File: config.mk
export PLATFORM = sky130hd
export DESIGN_NAME = adc_cbuf_wr_ctrl_flat
export DESIGN_NICKNAME = d
export VERILOG_FILES = /design/src/rtl/adc_cbuf_wr_ctrl_pkg.sv /design/src/rtl/adc_cbuf_wr_ctrl_if.sv /design/src/rtl/adc_cbuf_wr_ctrl_trig_addr_fifo.sv /design/src/rtl/adc_cbuf_wr_ctrl.sv /design/src/flat_wrapper.sv
export SDC_FILE = /design/constraint.sdc
export NUM_CORES = 1
export LEC_CHECK = 0
export ABC_AREA = 1
export CAP_MARGIN = 5
export CORE_MARGIN = 2
export CORE_UTILIZATION = 54
export DETAILED_ROUTE_END_ITERATION = 10
export PLACE_DENSITY = 0.85
export SETUP_SLACK_MARGIN = 0.5
export SYNTH_ARGS = -nofsm -noshare
export SYNTH_HDL_FRONTEND = slang
export SYNTH_SLANG_ARGS = --single-unit
File: constraint.sdc
create_clock -name clk -period 4 [get_ports clk]
set_clock_uncertainty 0.2 [all_clocks]
set_input_delay 0.8 -clock clk [delete_from_list [all_inputs] [get_ports clk]]
set_output_delay 0.8 -clock clk [all_outputs]
set_load 0.03 [all_outputs]
File: src/rtl/adc_cbuf_wr_ctrl_pkg.sv
// rtl/adc_cbuf_wr_ctrl_pkg.sv - shared types and defaults for the circular-buffer write controller
//
// Purpose: capture FSM state encoding and default geometry shared by the
// controller, its trigger-address FIFO and the interface.

package adc_cbuf_wr_ctrl_pkg;

    localparam int DEF_ADDR_WIDTH = 12;  // 4096-word circular buffer
    localparam int DEF_FIFO_AW    = 2;   // 4-entry trigger-address FIFO
    localparam int DEF_DROP_CNT_W = 16;

    typedef enum logic [1:0] {
        ST_IDLE      = 2'd0,
        ST_ARMED     = 2'd1,
        ST_POST_TRIG = 2'd2,
        ST_PUSH      = 2'd3
    } cap_state_t;

endpackage

File: src/rtl/adc_cbuf_wr_ctrl_if.sv
// rtl/adc_cbuf_wr_ctrl_if.sv - ADC stream, buffer RAM write port and trigger-address FIFO read port
//
// Purpose: bundles the data-path handshakes of adc_cbuf_wr_ctrl.
// Signals:
//   adc_dat_valid/adc_dat        packed ADC word stream into the controller
//   cbuf_wr_en/addr/dat          registered circular-buffer RAM write port
//   trig_addr_rd_en              pop of the trigger-address FIFO head
//   trig_addr_dout/empty/full    FWFT head and status of that FIFO
// Modports: master = the controller, slave = its environment.

interface adc_cbuf_wr_ctrl_if #(
    parameter int ADDR_WIDTH = adc_cbuf_wr_ctrl_pkg::DEF_ADDR_WIDTH
);
    logic                  adc_dat_valid;
    logic [31:0]           adc_dat;
    logic                  cbuf_wr_en;
    logic [ADDR_WIDTH-1:0] cbuf_wr_addr;
    logic [31:0]           cbuf_wr_dat;
    logic                  trig_addr_rd_en;
    logic [ADDR_WIDTH-1:0] trig_addr_dout;
    logic                  trig_addr_empty;
    logic                  trig_addr_full;

    modport master (
        input  adc_dat_valid, adc_dat, trig_addr_rd_en,
        output cbuf_wr_en, cbuf_wr_addr, cbuf_wr_dat,
        output trig_addr_dout, trig_addr_empty, trig_addr_full
    );

    modport slave (
        output adc_dat_valid, adc_dat, trig_addr_rd_en,
        input  cbuf_wr_en, cbuf_wr_addr, cbuf_wr_dat,
        input  trig_addr_dout, trig_addr_empty, trig_addr_full
    );
endinterface

File: src/rtl/adc_cbuf_wr_ctrl_trig_addr_fifo.sv
// rtl/adc_cbuf_wr_ctrl_trig_addr_fifo.sv - synchronous first-word-fall-through FIFO for waveform start addresses
//
// Ports:
//   clk, reset      clock, synchronous active-high reset (empties the FIFO)
//   wr_en, din      push; accepted when not full or when a pop happens in the same cycle
//   rd_en           pop of the head; ignored when empty
//   dout            head entry, valid whenever empty is low (reads 0 when empty)
//   empty, full     occupancy status

module trig_addr_fifo #(
    parameter int WIDTH      = 12,
    parameter int DEPTH_LOG2 = 2
) (
    input  logic             clk,
    input  logic             reset,
    input  logic             wr_en,
    input  logic [WIDTH-1:0] din,
    input  logic             rd_en,
    output logic [WIDTH-1:0] dout,
    output logic             empty,
    output logic             full
);

    localparam int DEPTH = 2 ** DEPTH_LOG2;

    logic [WIDTH-1:0]      mem [DEPTH];
    logic [DEPTH_LOG2-1:0] wr_ptr;
    logic [DEPTH_LOG2-1:0] rd_ptr;
    logic [DEPTH_LOG2:0]   count;
    logic                  do_rd;
    logic                  do_wr;

    assign empty = (count == '0);
    // count never exceeds DEPTH, so its top bit alone marks full
    assign full  = count[DEPTH_LOG2];
    assign dout  = empty ? '0 : mem[rd_ptr];

    assign do_rd = rd_en & ~empty;
    assign do_wr = wr_en & (~full | do_rd);

    always_ff @(posedge clk) begin
        if (do_wr) begin
            mem[wr_ptr] <= din;
        end
    end

    always_ff @(posedge clk) begin
        if (reset) begin
            wr_ptr <= '0;
            rd_ptr <= '0;
            count  <= '0;
        end else begin
            if (do_wr) begin
                wr_ptr <= wr_ptr + 1'b1;
            end
            if (do_rd) begin
                rd_ptr <= rd_ptr + 1'b1;
            end
            case ({do_wr, do_rd})
                2'b10:   count <= count + 1'b1;
                2'b01:   count <= count - 1'b1;
                default: count <= count;
            endcase
        end
    end

endmodule

File: src/rtl/adc_cbuf_wr_ctrl.sv
// rtl/adc_cbuf_wr_ctrl.sv - circular-buffer writer and trigger start-address generator for the ADC acquisition path
//
// Purpose: writes every packed ADC word into the circular buffer RAM, and on each
// accepted trigger edge computes the waveform start address (write pointer minus
// pre-trigger length). The address is pushed into the trigger-address FIFO only
// once all post-trigger words are written, so a reader can never overtake the writer.
// Ports:
//   clk, reset                  ADC clock, synchronous active-high reset
//   bus (master)                ADC stream in, RAM write port out, FIFO read port
//   acq_armed                   triggers accepted only while high
//   acq_trig                    trigger level, acted on at its rising edge
//   pre_trig_len, wfm_len       capture geometry in words, static while armed
//   trig_dropped_cnt            saturating count of rejected triggers
//   busy                        capture in progress (post-trigger fill or push)

module adc_cbuf_wr_ctrl
    import adc_cbuf_wr_ctrl_pkg::*;
#(
    parameter int ADDR_WIDTH = DEF_ADDR_WIDTH,
    parameter int FIFO_AW    = DEF_FIFO_AW,
    parameter int DROP_CNT_W = DEF_DROP_CNT_W
) (
    input  logic                  clk,
    input  logic                  reset,
    adc_cbuf_wr_ctrl_if.master    bus,
    input  logic                  acq_armed,
    input  logic                  acq_trig,
    input  logic [ADDR_WIDTH-1:0] pre_trig_len,
    input  logic [ADDR_WIDTH-1:0] wfm_len,
    output logic [DROP_CNT_W-1:0] trig_dropped_cnt,
    output logic                  busy
);

    cap_state_t            state;
    cap_state_t            state_n;
    logic [ADDR_WIDTH-1:0] wr_ptr;
    logic [ADDR_WIDTH-1:0] start_addr;
    logic [ADDR_WIDTH-1:0] start_addr_n;
    logic [ADDR_WIDTH-1:0] post_cnt;
    logic [ADDR_WIDTH-1:0] post_cnt_n;
    logic [ADDR_WIDTH:0]   post_diff;
    logic [ADDR_WIDTH-1:0] post_len;
    logic                  trig_d;
    logic                  trig_edge;
    logic                  valid;
    logic                  push;
    logic                  drop;

    assign valid     = bus.adc_dat_valid;
    assign trig_edge = acq_trig & ~trig_d;

    // One extra bit catches pre_trig_len > wfm_len; such a capture has no post-trigger words.
    assign post_diff = {1'b0, wfm_len} - {1'b0, pre_trig_len};
    assign post_len  = post_diff[ADDR_WIDTH] ? '0 : post_diff[ADDR_WIDTH-1:0];

    assign busy = (state == ST_POST_TRIG) || (state == ST_PUSH);

    // Write path: runs regardless of capture state, one cycle of latency.
    always_ff @(posedge clk) begin
        if (reset) begin
            wr_ptr           <= '0;
            bus.cbuf_wr_en   <= 1'b0;
            bus.cbuf_wr_addr <= '0;
            bus.cbuf_wr_dat  <= '0;
        end else begin
            bus.cbuf_wr_en <= valid;
            if (valid) begin
                bus.cbuf_wr_addr <= wr_ptr;
                bus.cbuf_wr_dat  <= bus.adc_dat;
                wr_ptr           <= wr_ptr + 1'b1;
            end
        end
    end

    // A word arriving in the edge cycle is the first post-trigger word, so it is
    // counted immediately. Going straight to PUSH when nothing remains keeps the
    // push exactly one cycle after the last post-trigger word.
    always_comb begin
        state_n      = state;
        start_addr_n = start_addr;
        post_cnt_n   = post_cnt;
        push         = 1'b0;
        drop         = 1'b0;
        case (state)
            ST_IDLE: begin
                if (acq_armed) begin
                    state_n = ST_ARMED;
                end
            end
            ST_ARMED: begin
                if (!acq_armed) begin
                    state_n = ST_IDLE;
                end else if (trig_edge) begin
                    if (bus.trig_addr_full) begin
                        drop = 1'b1;
                    end else begin
                        start_addr_n = wr_ptr - pre_trig_len;
                        if ((post_len == '0) || ((post_len == ADDR_WIDTH'(1)) && valid)) begin
                            state_n = ST_PUSH;
                        end else begin
                            post_cnt_n = post_len - ADDR_WIDTH'(valid);
                            state_n    = ST_POST_TRIG;
                        end
                    end
                end
            end
            ST_POST_TRIG: begin
                drop = trig_edge;
                if (post_cnt == '0) begin
                    state_n = ST_PUSH;
                end else if (valid) begin
                    post_cnt_n = post_cnt - 1'b1;
                    if (post_cnt == ADDR_WIDTH'(1)) begin
                        state_n = ST_PUSH;
                    end
                end
            end
            ST_PUSH: begin
                drop    = trig_edge;
                push    = 1'b1;
                state_n = acq_armed ? ST_ARMED : ST_IDLE;
            end
            default: begin
                state_n = ST_IDLE;
            end
        endcase
    end

    always_ff @(posedge clk) begin
        if (reset) begin
            state            <= ST_IDLE;
            start_addr       <= '0;
            post_cnt         <= '0;
            trig_d           <= 1'b0;
            trig_dropped_cnt <= '0;
        end else begin
            state      <= state_n;
            start_addr <= start_addr_n;
            post_cnt   <= post_cnt_n;
            trig_d     <= acq_trig;
            if (drop && !(&trig_dropped_cnt)) begin
                trig_dropped_cnt <= trig_dropped_cnt + 1'b1;
            end
        end
    end

    trig_addr_fifo #(
        .WIDTH      (ADDR_WIDTH),
        .DEPTH_LOG2 (FIFO_AW)
    ) u_trig_addr_fifo (
        .clk   (clk),
        .reset (reset),
        .wr_en (push),
        .din   (start_addr),
        .rd_en (bus.trig_addr_rd_en),
        .dout  (bus.trig_addr_dout),
        .empty (bus.trig_addr_empty),
        .full  (bus.trig_addr_full)
    );

endmodule

File: src/flat_wrapper.sv
// flat-port wrapper written by rule: the top's interface ports become plain ports
module adc_cbuf_wr_ctrl_flat import adc_cbuf_wr_ctrl_pkg::*;
#(
    parameter int ADDR_WIDTH = DEF_ADDR_WIDTH,
    parameter int FIFO_AW    = DEF_FIFO_AW,
    parameter int DROP_CNT_W = DEF_DROP_CNT_W
)
  (clk, reset, acq_armed, acq_trig, pre_trig_len, wfm_len, trig_dropped_cnt, busy, bus_adc_dat_valid, bus_adc_dat, bus_trig_addr_rd_en, bus_cbuf_wr_en, bus_cbuf_wr_addr, bus_cbuf_wr_dat, bus_trig_addr_dout, bus_trig_addr_empty, bus_trig_addr_full);
  adc_cbuf_wr_ctrl_if #(.ADDR_WIDTH(ADDR_WIDTH)) bus_i ();
  input  logic clk;
  input  logic reset;
  input  logic acq_armed;
  input  logic acq_trig;
  input  logic [ADDR_WIDTH-1:0] pre_trig_len;
  input  logic [ADDR_WIDTH-1:0] wfm_len;
  output logic [DROP_CNT_W-1:0] trig_dropped_cnt;
  output logic busy;
  input wire logic [$bits(bus_i.adc_dat_valid)-1:0] bus_adc_dat_valid;
  input wire logic [$bits(bus_i.adc_dat)-1:0] bus_adc_dat;
  input wire logic [$bits(bus_i.trig_addr_rd_en)-1:0] bus_trig_addr_rd_en;
  output wire logic [$bits(bus_i.cbuf_wr_en)-1:0] bus_cbuf_wr_en;
  output wire logic [$bits(bus_i.cbuf_wr_addr)-1:0] bus_cbuf_wr_addr;
  output wire logic [$bits(bus_i.cbuf_wr_dat)-1:0] bus_cbuf_wr_dat;
  output wire logic [$bits(bus_i.trig_addr_dout)-1:0] bus_trig_addr_dout;
  output wire logic [$bits(bus_i.trig_addr_empty)-1:0] bus_trig_addr_empty;
  output wire logic [$bits(bus_i.trig_addr_full)-1:0] bus_trig_addr_full;
  assign bus_i.adc_dat_valid = bus_adc_dat_valid;
  assign bus_i.adc_dat = bus_adc_dat;
  assign bus_i.trig_addr_rd_en = bus_trig_addr_rd_en;
  assign bus_cbuf_wr_en = bus_i.cbuf_wr_en;
  assign bus_cbuf_wr_addr = bus_i.cbuf_wr_addr;
  assign bus_cbuf_wr_dat = bus_i.cbuf_wr_dat;
  assign bus_trig_addr_dout = bus_i.trig_addr_dout;
  assign bus_trig_addr_empty = bus_i.trig_addr_empty;
  assign bus_trig_addr_full = bus_i.trig_addr_full;
  adc_cbuf_wr_ctrl #(.ADDR_WIDTH(ADDR_WIDTH), .FIFO_AW(FIFO_AW), .DROP_CNT_W(DROP_CNT_W)) u_core (.clk(clk), .reset(reset), .bus(bus_i), .acq_armed(acq_armed), .acq_trig(acq_trig), .pre_trig_len(pre_trig_len), .wfm_len(wfm_len), .trig_dropped_cnt(trig_dropped_cnt), .busy(busy));
endmodule
# Word-level counts from Yosys, hierarchy flattened
# Memories as Yosys holds them, arrays and structs flattened. A register that Yosys moved wholly into a read port is not among the register bits.
# Cells that the tools add are included.
dict set report word_totals {
  regBits 107
  ram_bits 48
  input_bits 62
  out_inout_bits 76
  word_cells 93
  memories 1
}
dict set report classes {
  addsub 10
  n_eq_ne 18
  muxes 29
  bitwise 7
  reduce_logical 16
}
# name depth word_bits read_ports rd_clocked_by_memory_dff write_ports line_no
set mem_list {}
lappend mem_list {u_core.u_trig_addr_fifo.mem 4 12 1 1 1 adc_cbuf_wr_ctrl_trig_addr_fifo.sv:26} ;# logic [WIDTH-1:0] mem [DEPTH];
# op count
set ops {}
lappend ops {{$mux 12} 8}
lappend ops {{$eq 12x1->1 const B} 2}
lappend ops {{$logic_not 12->1} 2}
lappend ops {{$pmux 12 s2} 1}
lappend ops {{$mux 2} 9}
lappend ops {{$add 16x1->16 const B} 1}
lappend ops {{$reduce_and 16->1} 1}
lappend ops {{$sub 12x12->13} 1}
lappend ops {{$add 12x1->12 const B} 1}
lappend ops {{$ne 2x2->1 const B} 6}
lappend ops {{$sub 12x1->12} 1}
lappend ops {{$sub 12x1->12 const B} 1}
lappend ops {{$sub 12x12->12} 1}
lappend ops {{$ne 3x3->1 const B} 3}
lappend ops {{$mux 1} 8}
lappend ops {{$pmux 2 s4} 1}
lappend ops {{$reduce_and 7->1} 1}
lappend ops {{$eq 2x2->1 const B} 3}
lappend ops {{$pmux 3 s2} 1}
lappend ops {{$reduce_and 5->1} 1}
lappend ops {{$add 2x1->2 const B} 2}
lappend ops {{$eq 2x1->1 const B} 2}
lappend ops {{$reduce_and 4->1} 1}
lappend ops {{$reduce_bool 2->1} 2}
lappend ops {{14 further kinds} 20}

# Depth between registers and ports, before layout
dict set report logic_depth {
  ltp_word 10
  ltp_mapped 20
  ltp_nobuf 20
}

# Cells and area by module
# From an unflattened synthesis, not the netlist that was laid out.
dict set report unflattened {
  hier_cells 1121
  hier_area_um2 8426.8
}
# mod instances cells_per_inst area_each_um2 seq_area_each_um2
set by_module_without_submodules {}
lappend by_module_without_submodules {adc_cbuf_wr_ctrl 1 910 5959.5 2001.9}
lappend by_module_without_submodules {trig_addr_fifo 1 211 2467.4 1621.6}

# Worst setup path after synthesis
# OpenSTA, ideal clock, no wires.
dict set report synth_path {
  path_type {input -> register}
  start {input port wfm_len[0]}
  end {register u_core.post_cnt[8]}
  setup_time_ps 113
  arrival_ps 3030
  required_time_ps 3687
  setup_slack_ps 657
  stages 20
  n_path_buf 1
  cell_sequence {inv_1 -> ha_1 -> fa_1 -> inv_1 -> nand3_1 -> nand2_1 -> nand2_2 -> nand3_4 -> buf_6 -> nand2_1 -> ha_1 -> ha_1 -> inv_1 -> a21oi_1 -> nand4_1 -> nor2_1 -> o21ai_0 -> nand2_1 -> nor2_1 -> nor2_1}
}
dict set report synth_via {
  elab_chain_cells 8
  word_cells_on_any_way 14
  cone_classes {2 x add/sub; 2 x eq/ne; 6 x mux; 4 x reduce/logical}
}
# element line_no
set synth_lines {}
lappend synth_lines {{start: declaration} flat_wrapper.sv:15} ;# input logic [ADDR_WIDTH-1:0] wfm_len;
lappend synth_lines {{$sub 12x12->13 (*)} adc_cbuf_wr_ctrl.sv:53} ;# assign post_diff = {1'b0, wfm_len} - {1'b0, pre_trig_len};
lappend synth_lines {{$mux 12 (*)} adc_cbuf_wr_ctrl.sv:54} ;# assign post_len = post_diff[ADDR_WIDTH] ? '0 : post_diff[ADDR_WIDTH-1:0];
lappend synth_lines {{$sub 12x1->12} adc_cbuf_wr_ctrl.sv:101} ;# post_cnt_n = post_len - ADDR_WIDTH'(valid);
lappend synth_lines {{$mux 12} adc_cbuf_wr_ctrl.sv:98} ;# if ((post_len == '0) || ((post_len == ADDR_WIDTH'(1)) && valid)) begin
lappend synth_lines {{$mux 12} adc_cbuf_wr_ctrl.sv:94} ;# if (bus.trig_addr_full) begin
lappend synth_lines {{$mux 12} adc_cbuf_wr_ctrl.sv:93} ;# end else if (trig_edge) begin
lappend synth_lines {{$mux 12} adc_cbuf_wr_ctrl.sv:91} ;# if (!acq_armed) begin
lappend synth_lines {{$pmux 12 s2} adc_cbuf_wr_ctrl.sv:84} ;# case (state)
lappend synth_lines {{end signal: assignment} adc_cbuf_wr_ctrl.sv:139} ;# post_cnt <= post_cnt_n;
lappend synth_lines {{end: declaration} adc_cbuf_wr_ctrl.sv:39} ;# logic [ADDR_WIDTH-1:0] post_cnt;
# Every way passes the cells marked *; elsewhere a longest branch is shown, timed or not. The select of a mux whose other input is x is not followed.
# A chain may end at the register's enable or synchronous reset.

==> results_dict.tcl <==
set metrics [dict create \
    ys_seq_area_frac 0.442 \
    synthFlopType "dfxtp_1" \
    slowest_stage "clkdlybuf4s50_1" \
    dp_slack_ns 0.0977 \
    status "finished clean" \
    swShare 0.316 \
    fin_cells 1443 \
    antenna_cells_inserted 0 \
    cts-root-buf "clkbuf_16" \
    cts_inserted_buffers 17 \
    cpPeakStageDelay_ns 0.70 \
    synth_compound_area_frac 0.139 \
    fin_crit_ns 3.37 \
    synth_mux_area_frac 0 \
    numClockSinks 157 \
    fp.coreArea_sq_um 15000 \
    powerDensity_nw_per_um2 425 \
    path_delay_family "buffers and inverters" \
    ys_async_sr_fraction 0 \
    setup_ws_ns 0.633 \
    power.share.clock 0.362 \
    synth-simple-area-share 0.261 \
    avgSynthCellArea_sq_um 7.43 \
    rows 45 \
    worstSetupEndpointType "output port" \
    dieArea_sq_um 16200 \
    routed-via-count 7622 \
    routabilityCongestion 0.952 \
    wl_microns 21300 \
    p_seq_frac 0.396 \
    tightest_slew_ns 0.766 \
    ir_worst_vdd_uv 409 \
    synth.area.top_cells "dfxtp_1, edfxtp_1, nor2_1, nand2_1, o21ai_0" \
    synth_edf_count 48 \
    yosysTopAreaCellShare 0.266 \
    syn-num-nets 1203 \
    final_layout_size_suffix_gt1_frac 0.0805 \
    setup_viol 0 \
    tns_ns 0 \
    grt_pass1_wl_microns 34600 \
    avgRoutedWirePerCell_microns 14.8 \
    grt_antenna_before_repair 0 \
    crit_chain "inv_1, nor2_1, o21ai_0, a21oi_1, clkdlybuf4s50_1" \
    hp-start "u_core.bus.cbuf_wr_addr[2]" \
    synth-adder-area-share 0.0592 \
    synthXorXnorAreaFrac 0.0128 \
    path_max_fanout 13 \
    synth_top_family_by_area "simple AND/OR/NAND/NOR gates" \
    maxCapViolCount 0 \
    grtUsageTotal 0.266 \
    syn-instance-count 1104 \
    ys_seq_elements 157 \
    p_sw_mw 1.40 \
    crit_type "reg -> out" \
    hold_path_class "reg -> reg" \
    start_kind "register" \
    reg2reg_from "u_core.post_cnt[0]" \
    holdPathEnd "u_core.bus.cbuf_wr_addr[2]" \
    critPathBufInv 2 \
    clock_path_buffers 2 \
    yosysTopAreaCell "dfxtp_1" \
    tritoncts "yes" \
    grt_setup_unrepaired "true" \
    vias_per_cell 5.28 \
    final_common_cell "nor2_1" \
    overflow 0 \
    insertion_delay_ns 0.43 \
    dr.pass1.iters 5 \
    yosysWarningCount 0 \
    initial_core_util 0.546 \
    synth_cell_types 43 \
    clkTransAtPathRegs_ns 0.06 \
    grt_max_degree 51 \
    grt_pass1_vias 7450 \
    leakage_nw 4.47 \
    whs_path_depth 2 \
    max_freq_mhz 297 \
    maxSlewHeadroom 0.489 \
    report.final.slew_viol_count 0 \
    ff2ff_setup_slack_ns 1.38 \
    die_width_microns 127 \
    power_frac_comb 0.241 \
    nNetsFinal 1341 \
    hold_viol 0 \
    cts_hold_buffers 0 \
    reg2reg_depth 12 \
    synthToLayoutAreaGrowth_pct 27.2 \
    dieHeight_microns 127 \
    arrival_ns 2.37 \
    drt_iter0_drc 545 \
    num_io_pins 138 \
    h-tree-depth 4 \
    place_hpwl_microns 15100 \
    syn_area_sq_um 8200 \
    r2r-end "u_core.post_cnt[7]" \
    p_int_mw 3.03 \
    post-place-cells 1408 \
    critPathRequiredTime_ns 3.00 \
    postRouteAntennaNets 0 \
    mostFrequentLayoutCells "nor2_1, nand2_1, clkdlybuf4s50_1, inv_1, o21ai_0" \
    drc_errors 0 \
    io_buffers 137 \
    finalCritPeriodShare 0.842 \
]
[worst register-to-register path, cell delays in order, from the launching register on]
cell	delay, ns
dfxtp_1	0.34
inv_1	0.09
ha_1	0.24
nand2_1	0.12
nor2_1	0.07
inv_2	0.08
nor2_1	0.05
nand4_1	0.09
a21oi_1	0.08
a21oi_1	0.61
nand3_2	0.33
nor2_1	0.18
nor2_1	0.06
[final cells by class]
type                            instances  area [sq um]
Clock inverter                         15           160
Clock buffer                           17           425
Timing Repair inverter                  1          7.51
Sequential cell                       157          3630
Fill cell                            1177          4600
Tap cell                              188           235
Timing Repair Buffer                  154          1500
Multi-Input combinational cell        764          3920
Inverter                              147           556
[power groups by stage]
| stage | clock, mW | combinational [mW] | sequential (mW) |
|---|---|---|---|
| after floorplan | 0 | 0.640 | 1.82 |
| after global placement | 0 | 1.02 | 1.78 |
| after detailed placement | 0 | 1.04 | 1.78 |
| after CTS | 1.63 | 1.05 | 1.75 |
| after global routing | 1.69 | 1.18 | 1.76 |
| final | 1.60 | 1.07 | 1.76 |
[logic make-up (layout without fill, tap and decap cells)]
logic type | Yosys count | in the layout
AOI/OAI and AO/OA | 216 | 216
xor gates and xnor gates | 12 | 12
adders and majority gates | 37 | 37
buffers and inverters | 184 | 334
DFF | 157 | 157
and+or+nand+nor | 498 | 499
[how the worst max path moves through the flow]
stage	startpoint	to	slack [ns]	depth (start not counted)
2_1_floorplan	wfm_len[0]	u_core.post_cnt[8]	0.66	20
3_3_place_gp	wfm_len[0]	u_core.post_cnt[8]	0.19	20
3_5_place_dp	wfm_len[0]	u_core.post_cnt[9]	0.1	17
4_1_cts	register	bus_trig_addr_dout[11]	0.51	4
5_1_grt	wfm_len[0]	u_core.post_cnt[7]	0.45	17
6_report	register	bus_trig_addr_dout[11]	0.63	5
[registers in the layout, indices dropped and copies added, names as in the netlist, named ones only]
signal,count
u_core.u_trig_addr_fifo.mem,48
u_core.bus.cbuf_wr_dat,32
u_core.trig_dropped_cnt,16
u_core.bus.cbuf_wr_addr,12
u_core.post_cnt,12
u_core.start_addr,12
u_core.wr_ptr,12
u_core.u_trig_addr_fifo.count,3
u_core.u_trig_addr_fifo.rd_ptr,2
u_core.u_trig_addr_fifo.wr_ptr,2
u_core.bus.cbuf_wr_en,1
u_core.state,1
u_core.trig_d,1
[synthesized netlist by cell type, types with 5 or more instances]
master and count:
nand3_2 6, dfxtp_1 109, ha_1 34, inv_1 130, edfxtp_1 48, nand3_1 43
xor2_1 9, nor3_1 13, nand3b_1 5, o21ai_0 113, nand4_1 17, clkbuf_1 31
inv_2 13, a21oi_1 78, nand2_1 187, nor2_1 207
[stage by stage]
stage               power, mW   util  hold slack, ns  cell area (sq um)
floorplan                2.47      -           0.236               8200
global placement         2.80  0.650           0.249               9770
detailed placement       2.82  0.650           0.254               9770
CTS                      4.43  0.689           0.269              10400
global route             4.64  0.694           0.304              10400
finish                   4.43  0.694           0.268              10400
[per-layer routing]
| metal | track usage | vias up | wire (microns) |
|---|---|---|---|
| met5 | 0 | - | 0 |
| met1 | 0.327 | 3454 | 8990 |
| met4 | 0.0976 | 0 | 501 |
| met2 | 0.448 | 248 | 10200 |
| met3 | 0.0745 | 43 | 1600 |
| li1 | - | 3877 | - |
[timing repair]
action,4_1_cts,5_1_grt
pin swaps,0,3
endpoints found under the setup margin,12,23
setup buffers,0,1
cloned,0,2
gates resized for setup,3,15
Note: power is estimated with default switching activity, not from simulation.
